File: src/rtl/vga_pkg.sv
// Shared timing defaults, colour type, colour-bar table and sync polarity helper for the VGA generator.
// Pure declarations; no latency or flow control of its own.
package vga_pkg;

  localparam int DEF_H_ACTIVE = 640;
  localparam int DEF_H_FP     = 16;
  localparam int DEF_H_SYNC   = 96;
  localparam int DEF_H_BP     = 48;
  localparam int DEF_V_ACTIVE = 480;
  localparam int DEF_V_FP     = 10;
  localparam int DEF_V_SYNC   = 2;
  localparam int DEF_V_BP     = 33;
  localparam int DEF_CLK_DIV  = 2;

  typedef struct packed {
    logic [7:0] r;
    logic [7:0] g;
    logic [7:0] b;
  } rgb_t;

  // Left-to-right bar order: white, yellow, cyan, green, magenta, red, blue, black.
  localparam rgb_t COLOUR_BARS [8] = '{
    '{8'hFF, 8'hFF, 8'hFF},
    '{8'hFF, 8'hFF, 8'h00},
    '{8'h00, 8'hFF, 8'hFF},
    '{8'h00, 8'hFF, 8'h00},
    '{8'hFF, 8'h00, 8'hFF},
    '{8'hFF, 8'h00, 8'h00},
    '{8'h00, 8'h00, 8'hFF},
    '{8'h00, 8'h00, 8'h00}
  };

  function automatic logic sync_level(input logic active, input logic pol);
    return active ? pol : ~pol;
  endfunction

endpackage

File: src/rtl/vga_axis_counter.sv
// One timing axis: wrapping position counter with raw sync and active flags decoded from the count.
// Count advances the cycle after enable; flags are combinational from the count; no backpressure.
module vga_axis_counter #(
  parameter int TOTAL  = 800,
  parameter int ACTIVE = 640,
  parameter int FP     = 16,
  parameter int SYNC   = 96,
  localparam int W     = $clog2(TOTAL)
) (
  input  logic         clock,
  input  logic         reset,
  input  logic         enable,
  output logic [W-1:0] count,
  output logic         wrap,
  output logic         sync_raw,
  output logic         active_raw
);

  localparam logic [W-1:0] LAST       = W'(TOTAL - 1);
  localparam logic [W-1:0] ACT_END    = W'(ACTIVE);
  localparam logic [W-1:0] SYNC_START = W'(ACTIVE + FP);
  localparam logic [W-1:0] SYNC_END   = W'(ACTIVE + FP + SYNC);

  always_ff @(posedge clock or negedge reset) begin
    if (!reset) begin
      count <= '0;
    end else if (enable) begin
      count <= wrap ? '0 : count + W'(1);
    end
  end

  assign wrap       = (count == LAST);
  assign sync_raw   = (count >= SYNC_START) && (count < SYNC_END);
  assign active_raw = (count < ACT_END);

endmodule

File: src/rtl/vga_timing_gen.sv
// VGA timing generator: pixel-enable divider, h/v counters, aligned syncs/blank and re-timed colour; VGA_TEST_PATTERN_EN adds colour bars.
// Syncs, n_blank and colour lag pixel_x/pixel_y by PIPE_LAT+1 pixel ticks; free-running, no backpressure.
module vga_timing_gen
  import vga_pkg::*;
#(
  parameter int H_ACTIVE = DEF_H_ACTIVE,
  parameter int H_FP     = DEF_H_FP,
  parameter int H_SYNC   = DEF_H_SYNC,
  parameter int H_BP     = DEF_H_BP,
  parameter int V_ACTIVE = DEF_V_ACTIVE,
  parameter int V_FP     = DEF_V_FP,
  parameter int V_SYNC   = DEF_V_SYNC,
  parameter int V_BP     = DEF_V_BP,
  parameter int CLK_DIV  = DEF_CLK_DIV,
  parameter bit SYNC_POL = 1'b0,
  parameter int PIPE_LAT = 0,
  localparam int H_TOTAL = H_ACTIVE + H_FP + H_SYNC + H_BP,
  localparam int V_TOTAL = V_ACTIVE + V_FP + V_SYNC + V_BP,
  localparam int HW      = $clog2(H_TOTAL),
  localparam int VW      = $clog2(V_TOTAL)
) (
  input  logic          clock,
  input  logic          reset,
  input  logic [23:0]   rgb_in,
  input  logic          pattern_sel,
  output logic [HW-1:0] pixel_x,
  output logic [VW-1:0] pixel_y,
  output logic          pixel_tick,
  output logic          frame_start,
  output logic          line_start,
  output logic [7:0]    red,
  output logic [7:0]    green,
  output logic [7:0]    blue,
  output logic          vgaclock,
  output logic          hsync,
  output logic          vsync,
  output logic          n_blank
);

  if (CLK_DIV < 2 || (CLK_DIV % 2) != 0) begin : g_bad_clk_div
    $error("vga_timing_gen: CLK_DIV must be even and >= 2");
  end
  if (H_FP == 0 || H_SYNC == 0 || H_BP == 0 || V_FP == 0 || V_SYNC == 0 || V_BP == 0) begin : g_bad_timing
    $error("vga_timing_gen: porch and sync widths must be non-zero");
  end
  if (PIPE_LAT < 0) begin : g_bad_lat
    $error("vga_timing_gen: PIPE_LAT must be >= 0");
  end

  localparam int DW = $clog2(CLK_DIV);
  localparam logic [DW-1:0] DIV_LAST = DW'(CLK_DIV - 1);
  localparam logic [DW-1:0] DIV_HALF = DW'(CLK_DIV / 2);

  logic [DW-1:0] div_cnt, div_next;
  logic          h_wrap, unused_v_wrap;
  logic          hs_raw, vs_raw, h_act, v_act, act_raw;

  assign pixel_tick = (div_cnt == DIV_LAST);
  assign div_next   = pixel_tick ? '0 : div_cnt + DW'(1);

  // vgaclock tracks div_cnt >= CLK_DIV/2 exactly, so its rising edge sits mid-pixel.
  always_ff @(posedge clock or negedge reset) begin
    if (!reset) begin
      div_cnt  <= '0;
      vgaclock <= 1'b0;
    end else begin
      div_cnt  <= div_next;
      vgaclock <= (div_next >= DIV_HALF);
    end
  end

  vga_axis_counter #(.TOTAL(H_TOTAL), .ACTIVE(H_ACTIVE), .FP(H_FP), .SYNC(H_SYNC)) u_h_counter (
    .clock      (clock),
    .reset      (reset),
    .enable     (pixel_tick),
    .count      (pixel_x),
    .wrap       (h_wrap),
    .sync_raw   (hs_raw),
    .active_raw (h_act)
  );

  vga_axis_counter #(.TOTAL(V_TOTAL), .ACTIVE(V_ACTIVE), .FP(V_FP), .SYNC(V_SYNC)) u_v_counter (
    .clock      (clock),
    .reset      (reset),
    .enable     (pixel_tick && h_wrap),
    .count      (pixel_y),
    .wrap       (unused_v_wrap),
    .sync_raw   (vs_raw),
    .active_raw (v_act)
  );

  assign act_raw     = h_act && v_act;
  assign line_start  = pixel_tick && (pixel_x == '0);
  assign frame_start = line_start && (pixel_y == '0);

  // Chain element i is the raw flag delayed by i ticks; element 0 is the live decode.
  logic [PIPE_LAT:0]   hs_sr, vs_sr, act_sr;
  logic [PIPE_LAT+1:0] hs_chain, vs_chain, act_chain;
  rgb_t                src_colour, colour_q;

  assign hs_chain  = {hs_sr, hs_raw};
  assign vs_chain  = {vs_sr, vs_raw};
  assign act_chain = {act_sr, act_raw};

  always_ff @(posedge clock or negedge reset) begin
    if (!reset) begin
      hs_sr    <= '0;
      vs_sr    <= '0;
      act_sr   <= '0;
      colour_q <= '0;
    end else if (pixel_tick) begin
      hs_sr    <= hs_chain[PIPE_LAT:0];
      vs_sr    <= vs_chain[PIPE_LAT:0];
      act_sr   <= act_chain[PIPE_LAT:0];
      colour_q <= act_chain[PIPE_LAT] ? src_colour : '0;
    end
  end

`ifdef VGA_TEST_PATTERN_EN
  logic [2:0]               bar_raw;
  logic [PIPE_LAT:0][2:0]   bar_sr;
  logic [PIPE_LAT+1:0][2:0] bar_chain;
  logic [2:0]               unused_bar_top;

  // Out-of-range values beyond H_ACTIVE are masked by blanking downstream.
  assign bar_raw        = 3'((32'(pixel_x) * 32'd8) / 32'(H_ACTIVE));
  assign bar_chain      = {bar_sr, bar_raw};
  assign unused_bar_top = bar_chain[PIPE_LAT+1];

  always_ff @(posedge clock or negedge reset) begin
    if (!reset) begin
      bar_sr <= '0;
    end else if (pixel_tick) begin
      bar_sr <= bar_chain[PIPE_LAT:0];
    end
  end

  assign src_colour = pattern_sel ? COLOUR_BARS[bar_chain[PIPE_LAT]] : rgb_in;
`else
  logic unused_pattern_sel;
  assign unused_pattern_sel = pattern_sel;
  assign src_colour         = rgb_in;
`endif

  assign red     = colour_q.r;
  assign green   = colour_q.g;
  assign blue    = colour_q.b;
  assign hsync   = sync_level(hs_chain[PIPE_LAT+1], SYNC_POL);
  assign vsync   = sync_level(vs_chain[PIPE_LAT+1], SYNC_POL);
  assign n_blank = act_chain[PIPE_LAT+1];

endmodule
File: config.mk
export PLATFORM = sky130hd
export DESIGN_NAME = vga_timing_gen
export DESIGN_NICKNAME = d
export VERILOG_FILES = /design/src/rtl/vga_pkg.sv /design/src/rtl/vga_axis_counter.sv /design/src/rtl/vga_timing_gen.sv
export SDC_FILE = /design/constraint.sdc
export NUM_CORES = 1
export LEC_CHECK = 0
export BUFFER_PORTS_ARGS = -buffer_cell sky130_fd_sc_hd__buf_2
export CORE_UTILIZATION = 35
export DETAILED_ROUTE_END_ITERATION = 7
export PLACE_DENSITY = 0.66
export SLEW_MARGIN = 20
export SYNTH_ARGS = -nofsm -noshare
export SYNTH_HDL_FRONTEND = slang
export SYNTH_SLANG_ARGS = --single-unit
File: constraint.sdc
create_clock -name clock -period 2.27 [get_ports clock]
set_input_delay 0.3405 -clock clock [delete_from_list [all_inputs] [get_ports clock]]
set_output_delay 0.3405 -clock clock [all_outputs]
set_load 0.02 [all_outputs]
==> Word-level counts from Yosys, hierarchy flattened <==
Index checks and enable logic that the tools add are counted.
{ "op_classes": {"n_mux": 6, "eq_ne": 2, "add_sub_neg": 3, "reduce_logical": 8, "order_cmp": 7} }
{ "op_table": {"columns": ["cell", "n"], "rows": [
  ["$mux W24", 1],
  ["$add A10 B1 Y10 const B", 2],
  ["$eq A10 B10 Y1 const B", 2],
  ["$logic_not A10 Y1", 2],
  ["$lt A10 B10 Y1 const B", 2],
  ["$lt A10 B9 Y1 const B", 2],
  ["$mux W10", 2],
  ["$ge A10 B10 Y1 const B", 1],
  ["$ge A10 B9 Y1 const B", 1],
  ["$logic_and A1 B1 Y1", 6],
  ["$mux W1", 3],
  ["$add A1 B1 Y1 const B", 1],
  ["$ge A1 B1 Y1 const B", 1]
]} }
{ "totals": {"register_bits": 49, "word_cells": 36, "out_inout_bits": 51} }

==> Longest topological paths before layout <==
Gate-level depths: netlist (run 1).
{ "logic_depth": {"ltp_word": 3, "ltp_mapped": 6, "ltp_nobuf": 6} }

==> Modules after synthesis <==
A second synthesis (run 1) with hierarchy kept.
{ "hier_totals": {"cells_unflattened": 190, "hier_area_um2": 2169.6} }
{ "modules_own_cells": {"columns": ["mod", "instances", "cells_each", "area_each_um2"], "rows": [
  ["vga_timing_gen", 1, 76, 1064.8],
  ["vga_axis_counter (u_v_counter)", 1, 57, 565.5],
  ["vga_axis_counter (u_h_counter)", 1, 57, 539.3]
]} }

==> Least setup slack after synthesis (run 1) <==
Ideal clock, no wire load.
{ "synth_timing": {"kind": "register -> output", "from": "register u_h_counter.count[0]", "to": "output frame_start", "path_slack_ns": -0.465, "t_arrival_ns": 2.395, "path_stages_with_launch": 6, "path_cell_list": "dfrtp_1 inv_1 ha_1 or4b_2 nor4_1 and4_1"} }
{ "synth_between": {"elab_chain_len": 3} }
{ "synth_rtl": {"columns": ["element", "line_no", "text"], "rows": [
  ["start, declared", "vga_axis_counter.sv:13", "output logic [W-1:0] count,"],
  ["start signal, assigned", "vga_axis_counter.sv:28", "count <= wrap ? '0 : count + W'(1);"],
  ["$logic_not A10 Y1", "vga_timing_gen.sv:93", "assign line_start = pixel_tick && (pixel_x == '0);"],
  ["$logic_and A1 B1 Y1", "vga_timing_gen.sv:93", null],
  ["via line_start", "vga_timing_gen.sv:30", "output logic line_start,"],
  ["$logic_and A1 B1 Y1", "vga_timing_gen.sv:94", "assign frame_start = line_start && (pixel_y == '0);"],
  ["end, declared", "vga_timing_gen.sv:29", "output logic frame_start,"]
]} }
The timed path passes the listed nets, and every way through them passes these cells.

==> Worst setup path after layout (run 1) <==
{ "layout_timing": {"from": "register u_h_counter.count[0]", "to": "output frame_start"} }
{ "layout_between": {"elab_chain_len": 3} }
{ "layout_rtl": {"columns": ["element", "line_no"], "rows": [
  ["$logic_not A10 Y1", "vga_timing_gen.sv:93"],
  ["$logic_and A1 B1 Y1", "vga_timing_gen.sv:93"],
  ["$logic_and A1 B1 Y1", "vga_timing_gen.sv:94"]
]} }
No other way between the ends.

==> out/results.tsv, run 1 <==
stage	metric	value	unit
power	Power Dens Cells	535.4	nW/um2
run_status	violated checks	setup timing	
logic_synthesis	share of synthesized area occupied by flip-flops and latches	55.49	%
power	IR drop worst, VDD	0.0003103	V
cts	later-pin clock latency in the skew report	0.31	ns
timing	Slew Limit Headroom	59.60	%
logic_synthesis	EDFF count, synth	0	
logic_synthesis	synthesized netlist cell count	192	
timing	endpoints failing setup	1	
global_routing	first-pass GRT wire length	8.079	mm
placed_design	cell area after placement	2703	um2
critical_path	Crit. End Element	primary output	
global_routing	antenna violations before repair	0	
power	standby leakage power	1.434	nW
cts	H-tree level count	2	
placed_design	RD Place Congestion	0.7599	
logic_synthesis	XOR/XNOR Fraction of Synth Area	2.832	%
floorplanning	vertical die dimension	80.64	um
min_path	class of the most critical hold timing path	input pin to flop	
final_layout	fraction of final layout cells with drive strength greater than 1	39.79	%
drt	number of remaining DRC errors	0	
power	switching part of the total	24.19	%
placed_design	input/output buffers	76	
floorplanning	Top-Level Pins	78	
min_path	hold path cells	2	
logic_synthesis	combinational family with the most area after synthesis	compound AO/OA/AOI/OAI gates	
placed_design	placed cell count	344	
cts	total CTS buffers	5	
timing	unrepaired setup endpoints after global routing	true	
logic_synthesis	synth warn	0	
floorplanning	CORE AREA	5956	um2
floorplanning	die area	6503	um2
global_routing	number of global-route vias before repair	1610	
critical_path	Critical path origin	u_h_counter.count[0]	
flow_run	max capacitance violation total	0	
final_layout	leading cell types in the layout, fill and taps excluded	74 x buf_2, 46 x dfrtp_1, 24 x a22o_1, 15 x buf_4	
cts	clk slew on worst S/H paths	0.10	ns
critical_path	CP Cell Sequence	inv_2 -> ha_4 -> or4b_4 -> nor4_4 -> and4_4 -> buf_6	
timing	final-report max-slew violation count	0	
logic_synthesis	total of flip-flops plus latches after synthesis	48	
logic_synthesis	top flip-flop cell by instance count after synthesis	dfrtp_1	
placed_design	HPWL after detailed placement	3.664	mm
critical_path	endpoint of the worst register-to-register path	u_v_counter.count[4]	
final_layout	P&R area growth vs syn	33.41	%
final_layout	ant diodes	0	
final_layout	number of nets in the layout	314	
global_routing	Congestion Overflow GR	0	
critical_path	Crit Path Class	flop to primary output	
power	P_sw	374.0	uW
cts	number of clock sinks	48	
final_layout	final design area excluding fillers	2888	um2
critical_path	Worst EP required	1.93	ns
timing	actual slew at the worst max-slew pin	0.6014	ns
drt	Vias/cell	5.198	
power	internal power summed over all cells	1.172	mW
timing	fin crit period	2.332	ns
critical_path	setup slack on the worst flop-to-flop path	0.11	ns
drt	routed vias	1866	
global_routing	maximum number of pins on one net before global-route repair	33	
drt	WL per Instance	14.68	um
critical_path	Critical Path AT	1.99	ns
critical_path	launch point of the worst reg-to-reg path	u_h_counter.count[0]	
logic_synthesis	Avg Cell Area, Syn	11.27	um2
critical_path	slowest CP cell	or4b_4	
run_status	run status	complete, but fails checks	
timing	part of the cycle the worst path needs	102.7	%
timing	Max Fclk	428.8	MHz
critical_path	worst setup path endpoint	frame_start	
drt	final routed wirelength across all metal layers	5.271	mm
logic_synthesis	area fraction in and, or, nand and nor cells after synthesis	16.65	%
drt	number of routed nets with antenna violations	0	
logic_synthesis	Synth Area in Adders	2.312	%
drt	DR pass1 iterations	4	
critical_path	highest fanout seen on the critical path	2	
logic_synthesis	Post-Syn Area	2165	um2
cts	library cell used as clock root buffer	clkbuf_8	
timing	final count of hold timing violations	0	
logic_synthesis	multiplexer area fraction after synthesis	0.9249	%
power	Flop pwr share	57.4	%
timing	Clock Skew	0.008573	ns
final_layout	Filler Cells Inserted	568	
cts	maximum buffer depth of the clock tree	2	
floorplanning	Horiz. Die Dim	80.64	um
cts	TritonCTS clock tree	done	
timing	setup ws final	-0.06204	ns
logic_synthesis	ys async rst share	100.0	%
power	proportion of power drawn by the clock network	35.3	%
global_routing	total global routing track utilization	16.31	%
logic_synthesis	compound-gate portion of the synthesized area	17.75	%
critical_path	Critical Path Source Type	flop	
logic_synthesis	nets in the synthesized netlist	223	
critical_path	CP max stage delay	0.46	ns
final_layout	most common cell after layout, fill and taps aside	buf_2	
critical_path	kind of cell adding the most delay to the critical path	simple AND/OR/NAND/NOR gates	
final_layout	final std cells w/o fill	359	
critical_path	number of buffer and inverter stages on the critical path	2	
drt	initial detailed-routing violation count	126	
floorplanning	standard-cell rows	28	
floorplanning	initial cell density of the core	36.34	%
critical_path	Stages on worst setup path	6	
critical_path	cell count of the worst reg-to-reg path	6	
logic_synthesis	number of distinct standard cells referenced by the synthesized netlist	44	
power	Logic pwr share	7.3	%
-- area by class of cell --
cell class | instances | area (um2) | share of cell area (%)
multi-input combinational | 125 | 919.6 | 31.85
inverter | 10 | 37.54 | 1.300
tap | 75 | 93.84 | 3.250
timing repair buffer | 93 | 535.5 | 18.54
clock inverter | 2 | 15.01 | 0.5199
sequential | 48 | 1204 | 41.68
clock buffer | 6 | 82.58 | 2.860
-- cells by family after synthesis --
family	Yosys count
AOI/OAI and AO/OA	52
adders and majority gates	4
xor gates and xnor gates	7
DFF	48
and+or+nand+nor	60
muxes	2
buffers and inverters	19
-- power by group through the flow --
stage	Combinational, mW	Sequential (mW)	Clock [mW]
final	0.113	0.887	0.546
after global routing	0.124	0.890	0.594
after CTS	0.116	0.887	0.559
after detailed placement	0.114	0.904	0
after global placement	0.113	0.903	0
after floorplan	0.0185	0.932	0
-- worst min-delay path by stage --
stage,start,end,slack (ns)
after floorplan,reset,blue[0],0.04
after global placement,reset,blue[7],0.29
after detailed placement,reset,blue[7],0.30
after CTS,rgb_in[2],blue[2],0.24
after global routing,rgb_in[20],red[4],0.23
final,rgb_in[7],blue[7],0.24
-- per-stage QoR --
stage	setup TNS, ns	power, mW	worst slack [ns]	hold WS, ns	utilization, %
6_report	-0.06204	1.546	-0.06204	0.2419	48.49
4_1_cts	-0.05220	1.561	-0.05220	0.2359	48.17
5_1_grt	-0.1188	1.609	-0.1173	0.2277	48.49
3_5_place_dp	0	1.018	0.1418	0.2954	45.38
3_3_place_gp	0	1.016	0.1801	0.2939	45.38
2_1_floorplan	0	0.9504	0.1138	0.04491	-
-- registers in the layout (all words and copies together) (netlist names) --
name,flops
u_h_counter.count,10
u_v_counter.count,10
blue,8
green,8
red,8
hs_sr,1
n_blank,1
pixel_tick,1
vs_sr,1
-- cells in the mapped netlist, types with 3 or more instances --
cell type  number  area [um2]
nor3_1          5       25.02
and4_1          3       26.28
nand4_1         4       25.02
or3_1           4       25.02
nor2_1          5       18.77
xor2_1          5       43.79
inv_1           9       33.78
nand2_1        14       52.55
nand3_1         6       30.03
a22o_1         24       210.2
o21ai_0        14       70.07
dfrtp_1        48        1201
ha_1            4       50.05
buf_2           4       20.02
and2_1          3       18.77
clkbuf_1        3       11.26
-- repair_timing --
action / 4_1_cts / 5_1_grt
endpoints found under the hold margin: 16 / 0
setup buffers: 6 / 1
hold buffers: 1 / 0
resized for setup: 5 / 4
pin swaps: 2 / 0
setup endpoints to repair: 2 / 2
-- routing by layer --
metal	GRT usage (%)	up-vias	share of wire, %
met5	0	-	0
met4	3.214	0	0.65
met3	4.318	5	4.2
met2	24.58	45	48
met1	23.38	922	47
li1	-	894	-
No activity file was read; power rests on OpenSTA's default activity.
==> run 2: changes to the inputs <==
--- a/config.mk
+++ b/config.mk
@@ -8,6 +8,7 @@
 export BUFFER_PORTS_ARGS = -buffer_cell sky130_fd_sc_hd__buf_2
 export CORE_UTILIZATION = 35
 export DETAILED_ROUTE_END_ITERATION = 7
+export GPL_TIMING_DRIVEN = 0
 export PLACE_DENSITY = 0.66
 export SLEW_MARGIN = 20
 export SYNTH_ARGS = -nofsm -noshare
==> run 2 against run 1 <==
Effect of this change: setup slack better by 0.0039 ns; the flow still finishes with violations (setup timing); sequential share of layout area up 0.39 points; die area unchanged; clock-buffer cell count unchanged; critical endpoint unchanged.
==> out/results.tsv, run 2 (synthesized netlist as in run 1, its figures left out) <==
stage	metric	value	unit
final_layout	number of nets in the layout	315	
cts	clk slew on worst S/H paths	0.09	ns
placed_design	placed cell count	343	
floorplanning	CORE AREA	5956	um2
drt	WL per Instance	14.47	um
timing	part of the cycle the worst path needs	102.6	%
critical_path	CP max stage delay	0.46	ns
critical_path	launch point of the worst reg-to-reg path	u_h_counter.count[1]	
critical_path	highest fanout seen on the critical path	2	
final_layout	leading cell types in the layout, fill and taps excluded	77 x buf_2, 43 x dfrtp_1, 24 x a22o_1, 14 x o21ai_0, 14 x nand2_1	
critical_path	Critical Path Source Type	flop	
timing	fin crit period	2.328	ns
timing	unrepaired setup endpoints after global routing	true	
critical_path	setup slack on the worst flop-to-flop path	0.11	ns
critical_path	endpoint of the worst register-to-register path	u_v_counter.count[4]	
cts	total CTS buffers	5	
timing	Clock Skew	0.002927	ns
final_layout	largest registers	u_h_counter.count: 10 flops, u_v_counter.count: 10 flops	
timing	Slew Limit Headroom	57.69	%
critical_path	CP Cell Sequence	inv_2 -> ha_4 -> or4b_4 -> nor4_4 -> and4_4 -> buf_6	
cts	TritonCTS clock tree	done	
critical_path	Stages on worst setup path	6	
cts	library cell used as clock root buffer	clkbuf_8	
drt	Vias/cell	5.133	
critical_path	number of buffer and inverter stages on the critical path	2	
run_status	run status	complete, but fails checks	
power	IR drop worst, VDD	0.0003027	V
critical_path	Critical path origin	u_h_counter.count[1]	
drt	DR pass1 iterations	6	
global_routing	first-pass GRT wire length	8.176	mm
drt	routed vias	1848	
global_routing	maximum number of pins on one net before global-route repair	49	
placed_design	DP Worst Slack	0.08500	ns
global_routing	antenna violations before repair	0	
floorplanning	standard-cell rows	28	
drt	number of remaining DRC errors	0	
global_routing	Congestion Overflow GR	0	
critical_path	cell count of the worst reg-to-reg path	7	
drt	initial detailed-routing violation count	87	
final_layout	most common cell after layout, fill and taps aside	buf_2	
cts	later-pin clock latency in the skew report	0.30	ns
critical_path	Worst EP required	1.93	ns
timing	endpoints failing setup	1	
final_layout	utilization of the core after routing	48.19	%
timing	setup ws final	-0.05817	ns
critical_path	Crit. End Element	primary output	
final_layout	ant diodes	0	
timing	actual slew at the worst max-slew pin	0.6288	ns
placed_design	input/output buffers	76	
floorplanning	die area	6503	um2
final_layout	Filler Cells Inserted	583	
power	Power Dens Cells	539.2	nW/um2
cts	number of clock sinks	48	
run_status	violated checks	setup timing	
global_routing	number of global-route vias before repair	1631	
timing	final count of hold timing violations	0	
drt	final routed wirelength across all metal layers	5.209	mm
critical_path	kind of cell adding the most delay to the critical path	simple AND/OR/NAND/NOR gates	
critical_path	Critical Path AT	1.99	ns
cts	maximum buffer depth of the clock tree	2	
cts	H-tree level count	2	
floorplanning	Horiz. Die Dim	80.64	um
final_layout	final std cells w/o fill	360	
final_layout	fraction of final layout cells with drive strength greater than 1	40.70	%
final_layout	Seq. cell area	1207	um2
global_routing	total global routing track utilization	16.52	%
placed_design	HPWL after detailed placement	3.576	mm
cts	number of hold buffers added after CTS	0	
timing	sum of negative setup slack	-0.05817	ns
floorplanning	initial cell density of the core	36.34	%
power	standby leakage power	1.407	nW
final_layout	area of combinational cells with multiple inputs	919.6	um2
placed_design	RD Place Congestion	0.7973	
timing	final-report max-slew violation count	0	
critical_path	Crit Path Class	flop to primary output	
critical_path	slowest CP cell	or4b_4	
min_path	class of the most critical hold timing path	input pin to asynchronous set/reset pin	
floorplanning	Top-Level Pins	78	
timing	Max Fclk	429.5	MHz
drt	number of routed nets with antenna violations	0	
final_layout	P&R area growth vs syn	32.60	%
flow_run	max capacitance violation total	0	
floorplanning	vertical die dimension	80.64	um
==> run 2: changes by cell type in the layout (fill, tap and decap cells not counted), moves of 3 or more <==
cell      before  now
buf_2         74   77
dfrtp_2        2    5
dfrtp_1       46   43
buf_4         15   11
clkbuf_1       0    3
==> run 2: layout make-up <==
class                   instances  share of cell area (%)
clock buffers                   6                   2.877
well taps                      75                   3.269
plain buffers                   9                   1.744
repair buffers                 85                   16.13
clock inverters                 2                  0.5231
flip-flops and latches         48                   42.07
multi-input cells             125                   32.04
inverters                      10                   1.351
==> run 2: power by group <==
group	total, mW	internal (mW)	switching, mW
sequential	0.886	0.876	0.0105
combinational	0.109	0.0451	0.0636
clock	0.553	0.247	0.305
==> run 2: how the worst max path moves through the flow <==
stage	to	slack, ns
after global routing	frame_start	-0.13
after detailed placement	blue[0]	0.09
after global placement	blue[6]	0.1
after floorplan	frame_start	0.11
final	frame_start	-0.06
after CTS	frame_start	-0.05
==> run 2: layer usage <==
layer / global-route usage, % / part of all wire, %
met1: 22.85 / 47
met2: 25.42 / 48
met3: 2.955 / 4.1
met4: 6.429 / 1.4
met5: 0 / 0
==> run 2: stage by stage <==
stage	total power, mW	hold slack [ns]	cell area, um2
after CTS	1.557	0.2395	2844
after global placement	1.012	0.4594	2663
final	1.548	0.03688	2870
after detailed placement	1.014	0.4656	2663
after global routing	1.604	0.09497	2870
after floorplan	0.9504	0.04491	2188
==> run 2: repair_timing <==
item	4_1_cts	5_1_grt
buffers inserted	7	3
gates resized for setup	11	3
endpoints found under the setup margin	2	3
pin swaps	3	0
==> run 2: worst reg2reg max path, stage by stage, from the launching register on <==
cell and delay (ns):
dfrtp_2 0.38, buf_4 0.12, ha_2 0.22, nand4_4 0.16, or4_4 0.55, buf_6 0.15, or4_1 0.46, nand2_1 0.07
